<file path="src/rtl/classify_pkg.sv">
// Shared types and helpers for the classification sequencer.
//   state_t         sequencer states
//   class_t         2-bit gesture class
//   calc_batches    cells per window -> RAM words / engine beats per window
//   calc_batch_bits width of the batch index (never less than 1)
package classify_pkg;

  typedef enum logic [2:0] {
    S_IDLE,
    S_START,
    S_FEED,
    S_WAIT,
    S_HOLD
  } state_t;

  typedef logic [1:0] class_t;

  function automatic int calc_batches(input int cells, input int par);
    return (cells + par - 1) / par;
  endfunction

  // A single-batch window still needs a 1-bit address port.
  function automatic int calc_batch_bits(input int batches);
    return (batches > 1) ? $clog2(batches) : 1;
  endfunction

endpackage

</file>
<file path="src/rtl/classify_sequencer_margin_calc.sv">
// margin_calc: combinational top-2 search over the engine's signed class
// scores, and the confidence decision on (best - second).
// Only instantiated when CLS_MARGIN_EN is defined.
// Ports:
//   scores_flat  in   NUM_CLASSES*ACC_BITS  signed scores, class 0 in the LSBs
//   low_conf     out  1                     (best - second) < MIN_MARGIN
module margin_calc #(
  parameter int NUM_CLASSES = 4,
  parameter int ACC_BITS    = 24,
  parameter int MIN_MARGIN  = 64
) (
  input  logic [NUM_CLASSES*ACC_BITS-1:0] scores_flat,
  output logic                            low_conf
);

  localparam logic signed [ACC_BITS:0] MIN_M = (ACC_BITS+1)'(MIN_MARGIN);

  logic signed [ACC_BITS-1:0] best;
  logic signed [ACC_BITS-1:0] second;
  logic signed [ACC_BITS-1:0] score;
  logic signed [ACC_BITS:0]   margin;

  // Second starts at the most negative value so any real score replaces it.
  // An equal score lands in 'second', so ties yield a zero margin.
  always_comb begin
    best   = signed'(scores_flat[ACC_BITS-1:0]);
    second = {1'b1, {(ACC_BITS-1){1'b0}}};
    score  = '0;
    for (int i = 1; i < NUM_CLASSES; i++) begin
      score = signed'(scores_flat[i*ACC_BITS +: ACC_BITS]);
      if (score > best) begin
        second = best;
        best   = score;
      end else if (score > second) begin
        second = score;
      end
    end
    // One extra bit so best - second cannot overflow.
    margin   = {best[ACC_BITS-1], best} - {second[ACC_BITS-1], second};
    low_conf = (margin < MIN_M);
  end

endmodule

</file>
<file path="src/rtl/classify_sequencer.sv">
// classify_sequencer: runs one classification per completed feature window.
// Reads the window batch by batch from the feature RAM, streams it to the
// matrix-multiply engine, captures the engine's argmax and presents it on a
// valid/ready gesture port. One extra window can be queued (pending); any
// further window arriving while busy is dropped and counted.
// Optional feature: define CLS_MARGIN_EN to flag low-confidence results
// whose best-minus-second score margin is below MIN_MARGIN.
// Ports:
//   clk, rst                 clock, synchronous active-high reset
//   window_ready             pulse: a new window is complete
//   feat_rd_en/addr          feature RAM read port (data 1 cycle later)
//   feat_rd_data             feature RAM read data
//   mm_start                 engine start pulse
//   mm_feature_in/valid      batch stream to the engine
//   mm_result_valid          engine result pulse
//   mm_best_class            engine argmax
//   mm_scores_flat           engine signed scores (margin feature only)
//   gest_valid/ready         gesture handshake
//   gest_class, gest_low_conf gesture payload
//   busy                     sequencer not idle
//   drop_cnt                 saturating count of dropped windows
module classify_sequencer
  import classify_pkg::*;
#(
  parameter int NUM_CLASSES     = 4,
  parameter int NUM_CELLS       = 1024,
  parameter int VALUE_BITS      = 6,
  parameter int ACC_BITS        = 24,
  parameter int PARALLEL_INPUTS = 4,
  parameter int MIN_MARGIN      = 64,
  parameter int DROP_BITS       = 8,
  localparam int BATCHES        = calc_batches(NUM_CELLS, PARALLEL_INPUTS),
  localparam int BATCH_BITS     = calc_batch_bits(BATCHES)
) (
  input  logic                                  clk,
  input  logic                                  rst,
  input  logic                                  window_ready,
  output logic                                  feat_rd_en,
  output logic [BATCH_BITS-1:0]                 feat_rd_addr,
  input  logic [PARALLEL_INPUTS*VALUE_BITS-1:0] feat_rd_data,
  output logic                                  mm_start,
  output logic [PARALLEL_INPUTS*VALUE_BITS-1:0] mm_feature_in,
  output logic                                  mm_feature_valid,
  input  logic                                  mm_result_valid,
  input  logic [1:0]                            mm_best_class,
  input  logic [NUM_CLASSES*ACC_BITS-1:0]       mm_scores_flat,
  output logic                                  gest_valid,
  input  logic                                  gest_ready,
  output logic [1:0]                            gest_class,
  output logic                                  gest_low_conf,
  output logic                                  busy,
  output logic [DROP_BITS-1:0]                  drop_cnt
);

  localparam logic [BATCH_BITS-1:0] LAST_BATCH = BATCH_BITS'(BATCHES - 1);

  state_t                state;
  state_t                state_next;
  logic                  pending;
  logic                  drop;
  logic [BATCH_BITS-1:0] counter;
  logic                  rd_en_q;
  class_t                class_q;
  logic                  low_conf_q;
  logic                  low_conf_calc;

`ifdef CLS_MARGIN_EN
  margin_calc #(
    .NUM_CLASSES (NUM_CLASSES),
    .ACC_BITS    (ACC_BITS),
    .MIN_MARGIN  (MIN_MARGIN)
  ) u_margin (
    .scores_flat (mm_scores_flat),
    .low_conf    (low_conf_calc)
  );
`else
  localparam int unused_min_margin = MIN_MARGIN;
  logic unused_scores;
  assign unused_scores = ^mm_scores_flat;
  assign low_conf_calc = 1'b0;
`endif

  // A window is dropped whenever one is already queued; in S_IDLE a queued
  // window always departs, so the same rule covers that cycle too.
  assign drop = window_ready && pending;

  always_ff @(posedge clk) begin
    if (rst) begin
      state      <= S_IDLE;
      pending    <= 1'b0;
      drop_cnt   <= '0;
      counter    <= '0;
      rd_en_q    <= 1'b0;
      class_q    <= '0;
      low_conf_q <= 1'b0;
    end else begin
      state   <= state_next;
      rd_en_q <= feat_rd_en;

      if (state == S_START) begin
        counter <= '0;
      end else if (state == S_FEED) begin
        counter <= counter + 1'b1;
      end

      if (state == S_WAIT && mm_result_valid) begin
        class_q    <= mm_best_class;
        low_conf_q <= low_conf_calc;
      end

      // Leaving S_IDLE consumes the queued window; a window seen while busy
      // is queued if the slot is free.
      if (state == S_IDLE) begin
        pending <= 1'b0;
      end else if (window_ready) begin
        pending <= 1'b1;
      end

      if (drop && drop_cnt != '1) begin
        drop_cnt <= drop_cnt + 1'b1;
      end
    end
  end

  always_comb begin
    state_next   = state;
    mm_start     = 1'b0;
    feat_rd_en   = 1'b0;
    feat_rd_addr = '0;
    case (state)
      S_IDLE:  if (window_ready || pending) state_next = S_START;
      S_START: begin
        mm_start   = 1'b1;
        state_next = S_FEED;
      end
      S_FEED: begin
        feat_rd_en   = 1'b1;
        feat_rd_addr = counter;
        if (counter == LAST_BATCH) state_next = S_WAIT;
      end
      S_WAIT:  if (mm_result_valid) state_next = S_HOLD;
      S_HOLD:  if (gest_ready) state_next = S_IDLE;
      default: state_next = S_IDLE;
    endcase
  end

  // RAM data goes straight through; gating on the delayed strobe keeps the
  // engine input at zero outside the valid beats.
  assign mm_feature_valid = rd_en_q;
  assign mm_feature_in    = rd_en_q ? feat_rd_data : '0;
  assign gest_valid       = (state == S_HOLD);
  assign gest_class       = class_q;
  assign gest_low_conf    = low_conf_q;
  assign busy             = (state != S_IDLE);

endmodule

</file>
<file path="config.mk">
export PLATFORM = sky130hd
export DESIGN_NAME = classify_sequencer
export DESIGN_NICKNAME = d
export VERILOG_FILES = /design/src/rtl/classify_pkg.sv /design/src/rtl/classify_sequencer_margin_calc.sv /design/src/rtl/classify_sequencer.sv
export SDC_FILE = /design/constraint.sdc
export NUM_CORES = 1
export LEC_CHECK = 0
export BUFFER_PORTS_ARGS = -buffer_cell sky130_fd_sc_hd__buf_4
export CAP_MARGIN = 20
export CELL_PAD_IN_SITES_DETAIL_PLACEMENT = 1
export CELL_PAD_IN_SITES_GLOBAL_PLACEMENT = 1
export CORE_AREA = 2 2 86 88
export CTS_BUF_LIST = sky130_fd_sc_hd__clkbuf_2
export DETAILED_ROUTE_END_ITERATION = 10
export DIE_AREA = 0 0 88 90
export PLACE_DENSITY_LB_ADDON = 0.1
export SYNTH_ARGS = -nofsm -noshare
export SYNTH_HDL_FRONTEND = slang
export SYNTH_SLANG_ARGS = --single-unit
</file>
<file path="constraint.sdc">
create_clock -name clk -period 1.6 [get_ports clk]
set_input_delay 0.32 -clock clk [delete_from_list [all_inputs] [get_ports clk]]
set_output_delay 0.32 -clock clk [all_outputs]
set_load 0.03 [all_outputs]
</file>
==> impl_metrics.csv, run 1 <==
group,metric,value,unit
route,initialDrtViolationCount,27,
yosys,yosysWarnings,0,
clock_tree,postCtsHoldBufs,0,
finish,most-common-layout-cells,"sky130_fd_sc_hd__buf_4, sky130_fd_sc_hd__and2_1, sky130_fd_sc_hd__dfxtp_1",
place,io_buffer_count,77,
timing,report.final.hold_viol_count,0,
timing,final_min_period_over_clock_period,1.06,
clock_tree,cts_inserted_buffers,3,
yosys,netlist-cell-type-count,37,
run,drv_cap,0,
route,drtAntennaViolNets,0,
floorplan,core_region_area,0.00702,mm²
clock_tree,clk_pin_slew_worst_paths,230,ps
pwr,cellLeakagePower,1.02,nW
clock_tree,max-clock-path-buffers,2,
yosys,netlist.top_cell.by_area,"sky130_fd_sc_hd__dfxtp_1",
grt,groute.usage.overall,0.0961,
min_path,holdCritPathClass,"primary input to register",
worst_setup_path,required,1280,ps
yosys,ys_seq_area_frac,0.357,
timing,period_needed,1690,ps
worst_setup_path,worst_setup_path_end_kind,"primary output",
place,gpl.final_weighted_congestion,0.686,
timing,maxClockFrequency,590,MHz
yosys,number_of_synthesized_register_bits,23,
yosys,netlist_area,0.00129,mm²
yosys,yosys.area.top_type_share,0.357,
yosys,synth_fp_nets,280,
route,drc_errors,0,
route,wl_per_cell,11.4,µm
grt,wire_length_of_the_first_global_routing_pass,6160,µm
route,vias_per_cell,3.89,
pwr,vdd.ir_drop.worst,0.334,mV
route,num_vias,1318,
worst_setup_path,critical_path.startpoint_type,"register",
route,number_of_optimization_iterations_in_the_first_detailed_route_pass,2,
floorplan,initial_utilization,0.184,
worst_setup_path,timing.critical_path.arrival,1370,ps
timing,clock-skew-final,13.0,ps
timing,setup_viol,8,
place,post-place-cells,324,
finish,area_delta_synth_final,71.9,%
place,detailed_place_hpwl,2930,µm
clock_tree,insertion_delay,340,ps
finish,final_cell_count_no_fill,339,
floorplan,floorplan.die.height,90,µm
timing,fin_hold_ws,203,ps
worst_setup_path,crit_type,"register to primary output",
floorplan,top_level_ports,175,
finish,layout.nets,370,
finish,filler_cell_count,840,
grt,grt_pass1_vias,1216,
yosys,synth.top_cells.by_area,"sky130_fd_sc_hd__dfxtp_1, sky130_fd_sc_hd__and2_1, sky130_fd_sc_hd__xor2_1",
timing,grt_setup_unrepaired,"true",
clock_tree,clock-sinks,23,
finish,ant_cells,0,
timing,final.setup.worst_slack,-94.7,ps
route,detail_route.wirelength,3880,µm
pwr,power-per-cell-area,622,mW/mm²
grt,global_route.overflow_total,0,
timing,slew_viol_final,0,
floorplan,die_x,88,µm
clock_tree,clock-root-buffer,"sky130_fd_sc_hd__clkbuf_2",
clock_tree,h-tree-depth,1,
grt,grt_start_max_net_pins,26,
floorplan,area_enclosed_by_the_die_boundary,0.00792,mm²
status,run_status,"finished, violations left",
grt,initial_antenna_violation_count,0,
worst_setup_path,critical_path_peak_fanout,11,
yosys,synthesis.area_per_instance,8.54,µm²
floorplan,rows,31,
finish,layout.cells.most_common,"sky130_fd_sc_hd__buf_4",
status,violations,"setup timing",
yosys,synthCells,151,
clock_tree,cts_tree,"built",
finish,fraction_of_layout_cells_with_a_size_suffix_above_1,0.475,
-- power breakdown --
part           leakage (nW)  internal (mW)  switching, mW
combinational         0.814          0.262          0.251
sequential            0.188          0.596         0.0221
clock                0.0166         0.0661          0.182
total                  1.02          0.924          0.455
-- per-stage QoR --
| step | instance area [µm²] | utilization | setup TNS [ps] | power [mW] | setup slack (ps) |
|---|---|---|---|---|---|
| floorplan | 1290 | - | 0 | 0.870 | 36.1 |
| global placement | 1990 | 0.283 | 0 | 1.04 | 120 |
| detailed placement | 1990 | 0.283 | 0 | 1.04 | 120 |
| CTS | 2150 | 0.307 | -1060 | 1.36 | -135 |
| global route | 2220 | 0.316 | -2030 | 1.48 | -236 |
| finish | 2220 | 0.316 | -637 | 1.38 | -94.7 |
-- kinds of logic (layout without fill, tap and decap cells) --
family	after synthesis	count (layout)	synth area share
and+or+nand+nor	87	87	0.400
DFF	23	23	0.357
xor gates and xnor gates	12	12	0.0815
AOI/OAI and AO/OA	11	11	0.0582
buffers and inverters	11	100	0.0504
muxes	4	4	0.0310
adders and majority gates	2	2	0.0194
other	1	1	0.00291
-- cell usage after synthesis (all sizes together) --
| cell | number |
|---|---|
| nand4bb | 1 |
| dfxtp | 23 |
| conb | 1 |
| o211ai | 3 |
| a21oi | 2 |
| xnor2 | 4 |
| and2 | 33 |
| nand4b | 2 |
| or2 | 1 |
| o21a | 1 |
| or3 | 1 |
| nor4 | 2 |
| a22o | 1 |
| a31oi | 1 |
| nor2 | 20 |
| o21ai | 3 |
| mux2i | 4 |
| nor3 | 7 |
| nand2b | 2 |
| inv | 3 |
| nand3 | 3 |
| nor2b | 1 |
| ha | 2 |
| nand4 | 4 |
| clkbuf | 3 |
| buf | 5 |
| nor3b | 1 |
| nand2 | 5 |
| and3 | 4 |
| xor2 | 8 |
-- worst paths after layout --
check                    from               to  slack, ps  cells past startpoint
max                  state[0]  feat_rd_addr[3]        -90                      4
min          mm_best_class[1]    gest_class[1]        200                      3
max reg2reg       drop_cnt[1]      drop_cnt[1]        120                      5
min reg2reg     gest_class[1]    gest_class[1]        530                      2
-- final cells by class --
cell class              instances  area (µm²)  area share
multi-input cells             117         801       0.361
flip-flops and latches         23         470       0.212
clock buffers                   4        20.0     0.00903
repair buffers                 93         791       0.357
inverters                       3        11.3     0.00508
well taps                      99         124      0.0559
-- what timing repair did --
action                     in CTS  in global routing
setup endpoints to repair      14                 36
buffers inserted                7                  4
pin swaps                       2                  4
gates cloned                    0                  0
gates resized for setup        27                  9
-- routing by layer --
| layer | global-route usage | share of wire |
|---|---|---|
| met4 | 0.0154 | 0.0041 |
| met1 | 0.125 | 0.43 |
| met5 | 0 | 0 |
| met2 | 0.160 | 0.49 |
| met3 | 0.0266 | 0.070 |
-- critical path: stages, from the launching register on --
cell                      delay, ps
sky130_fd_sc_hd__dfxtp_4        410
sky130_fd_sc_hd__nor3b_4        200
sky130_fd_sc_hd__buf_12         150
sky130_fd_sc_hd__and2_1         140
sky130_fd_sc_hd__buf_6          130
-- sequential cells by signal, summed over array words and instances (netlist names) --
| register | count |
|---|---|
| counter | 8 |
| drop_cnt | 8 |
| gest_class | 2 |
| mm_feature_valid | 1 |
| pending | 1 |
| state | 3 |
(Power assumes the default switching activity.)
==> run 2, diff against run 1 <==
--- a/config.mk
+++ b/config.mk
@@ -9,10 +9,10 @@
 export CAP_MARGIN = 20
 export CELL_PAD_IN_SITES_DETAIL_PLACEMENT = 1
 export CELL_PAD_IN_SITES_GLOBAL_PLACEMENT = 1
-export CORE_AREA = 2 2 86 88
+export CORE_AREA = 10 10 94 96
 export CTS_BUF_LIST = sky130_fd_sc_hd__clkbuf_2
 export DETAILED_ROUTE_END_ITERATION = 10
-export DIE_AREA = 0 0 88 90
+export DIE_AREA = 0 0 104 106
 export PLACE_DENSITY_LB_ADDON = 0.1
 export SYNTH_ARGS = -nofsm -noshare
 export SYNTH_HDL_FRONTEND = slang
==> impl_metrics.csv, run 2 (synthesized netlist as in run 1, its figures left out) <==
group,metric,value,unit
finish,reg_top3,"counter: 8 flops, drop_cnt: 8 flops, state: 3 flops",
route,num_vias,1330,
worst_setup_path,critical_path_peak_fanout,9,
clock_tree,h-tree-depth,1,
floorplan,core_region_area,0.00706,mm²
place,io_buffer_count,77,
floorplan,top_level_ports,175,
worst_setup_path,timing.critical_path.mode_cell,"sky130_fd_sc_hd__buf_6",
clock_tree,clock-root-buffer,"sky130_fd_sc_hd__clkbuf_2",
clock_tree,insertion_delay,340,ps
min_path,worst_hold_path_stage_count,3,
worst_setup_path,rr_worst_depth,5,
route,detail_route.wirelength,4730,µm
floorplan,die_x,104,µm
timing,slew_viol_final,0,
route,initialDrtViolationCount,13,
grt,grtUsageMet1,0.0978,
status,violations,"setup timing",
route,drc_errors,0,
grt,wire_length_of_the_first_global_routing_pass,7600,µm
finish,layout.cells.most_common,"sky130_fd_sc_hd__buf_4",
worst_setup_path,worst-r2r-setup-slack,130,ps
timing,fin_hold_ws,188,ps
finish,area_delta_synth_final,69.0,%
timing,period_needed,1660,ps
clock_tree,max-clock-path-buffers,2,
pwr,sw_frac_of_total,0.337,
worst_setup_path,critical_path.startpoint_type,"register",
finish,ant_cells,0,
pwr,internal_power_contribution,897,µW
grt,groute.usage.overall,0.0843,
clock_tree,clk_pin_slew_worst_paths,230,ps
worst_setup_path,crit_path_cell_trace,"nor3b_4 -> buf_6 -> and2_1 -> buf_6",
grt,global_route.overflow_total,0,
pwr,vdd.ir_drop.worst,0.260,mV
timing,maxClockFrequency,601,MHz
run,drv_cap,0,
finish,utilization,0.309,
floorplan,area_enclosed_by_the_die_boundary,0.0110,mm²
worst_setup_path,required,1280,ps
timing,final_min_period_over_clock_period,1.04,
finish,layout.nets,367,
min_path,hold_path.startpoint,"mm_best_class[0]",
grt,global_route_met3_usage,0.0326,
grt,grt_pass1_vias,1365,
worst_setup_path,timing.rr.start,"drop_cnt[1]",
floorplan,initial_utilization,0.183,
worst_setup_path,slowest_stage,"sky130_fd_sc_hd__dfxtp_2",
grt,globalRoute.busiestLayer,"met2",
timing,final.setup.worst_slack,-62.6,ps
pwr,cellLeakagePower,1.00,nW
place,gpl.final_weighted_congestion,0.649,
floorplan,rows,31,
grt,grt_start_max_net_pins,26,
grt,met2_usage,0.146,
timing,setup_viol,11,
pwr,total_switching_power,456,µW
finish,filler_cell_count,871,
timing,grt_setup_unrepaired,"true",
grt,initial_antenna_violation_count,0,
clock_tree,postCtsHoldBufs,0,
clock_tree,cts_inserted_buffers,3,
worst_setup_path,worst_setup_path_end_kind,"primary output",
min_path,holdCritPathClass,"primary input to register",
finish,fraction_of_layout_cells_with_a_size_suffix_above_1,0.477,
min_path,hold_path_end,"gest_class[0]",
timing,clock-skew-final,10.7,ps
pwr,sequential_cell_fraction_of_total_power,0.455,
pwr,p_clk_frac,0.184,
route,vias_per_cell,3.96,
timing,report.final.hold_viol_count,0,
clock_tree,clock-sinks,23,
route,drtAntennaViolNets,0,
pwr,combPwrFrac,0.361,
route,wl_per_cell,14.1,µm
route,number_of_optimization_iterations_in_the_first_detailed_route_pass,3,
worst_setup_path,crit_type,"register to primary output",
worst_setup_path,largest_stage_delay_on_the_critical_path,390,ps
pwr,power-per-cell-area,620,mW/mm²
worst_setup_path,timing.critical_path.arrival,1340,ps
worst_setup_path,timing.rr.end,"drop_cnt[5]",
finish,most-common-layout-cells,"sky130_fd_sc_hd__buf_4, sky130_fd_sc_hd__and2_1, sky130_fd_sc_hd__dfxtp_1",
place,detailed_place_hpwl,3870,µm
clock_tree,cts_tree,"built",
floorplan,floorplan.die.height,106,µm
status,run_status,"finished, violations left",
[run 2: power by group through the flow]
stage,clock network (mW),registers [mW],logic (mW)
finish,0.248,0.615,0.489
global route,0.310,0.620,0.528
CTS,0.273,0.615,0.477
detailed placement,0,0.623,0.419
global placement,0,0.622,0.418
floorplan,0,0.636,0.233
[run 2: how the worst max path moves through the flow]
| stage | to | start | cells after the start | slack, ps |
|---|---|---|---|---|
| global placement | drop_cnt[1] | drop_cnt[1] | 5 | 150 |
| CTS | feat_rd_addr[0] | state[0] | 4 | -110 |
| floorplan | feat_rd_addr[0] | state[1] | 4 | 40 |
| finish | feat_rd_addr[7] | state[0] | 4 | -60 |
| detailed placement | feat_rd_addr[0] | state[2] | 3 | 160 |
| global route | feat_rd_addr[7] | state[0] | 4 | -210 |
[run 2: repair_timing]
item	CTS	global route
cloned	0	0
setup buffers	4	1
pin swaps	3	0
setup endpoints to repair	14	37
gates resized for setup	25	10
[run 2: routing by layer]
metal	share of wire	wire length, µm	vias to the layer above
met4	0.0040	19	0
li1	-	-	675
met3	0.066	312	2
met5	0	0	-
met2	0.49	2320	45
met1	0.44	2080	608
[run 2: critical path: cells and delay by family, from the launching register on]
| family | cells | cell delay (ps) |
|---|---|---|
| buf+inv | 2 | 280 |
| flops | 1 | 390 |
| simple gates | 2 | 340 |
[run 2: area by class of cell]
type,instances,area (µm²),area share
repair buffers,90,752,0.345
flip-flops and latches,23,465,0.214
multi-input cells,117,807,0.370
clock buffers,4,20.0,0.00918
inverters,3,11.3,0.00517
well taps,99,124,0.0568
[run 2: through the flow]
step                      setup slack [ps]  instance area (µm²)  TNS (ps)  cells  power [mW]
after floorplan                       36.1                 1290         0    151       0.870
after global placement                 150                 2000         0    327        1.04
after detailed placement               155                 2000         0    327        1.04
after CTS                             -108                 2140      -971    335        1.37
after global routing                  -212                 2180     -2150    336        1.46
final                                -62.6                 2180      -533    336        1.35
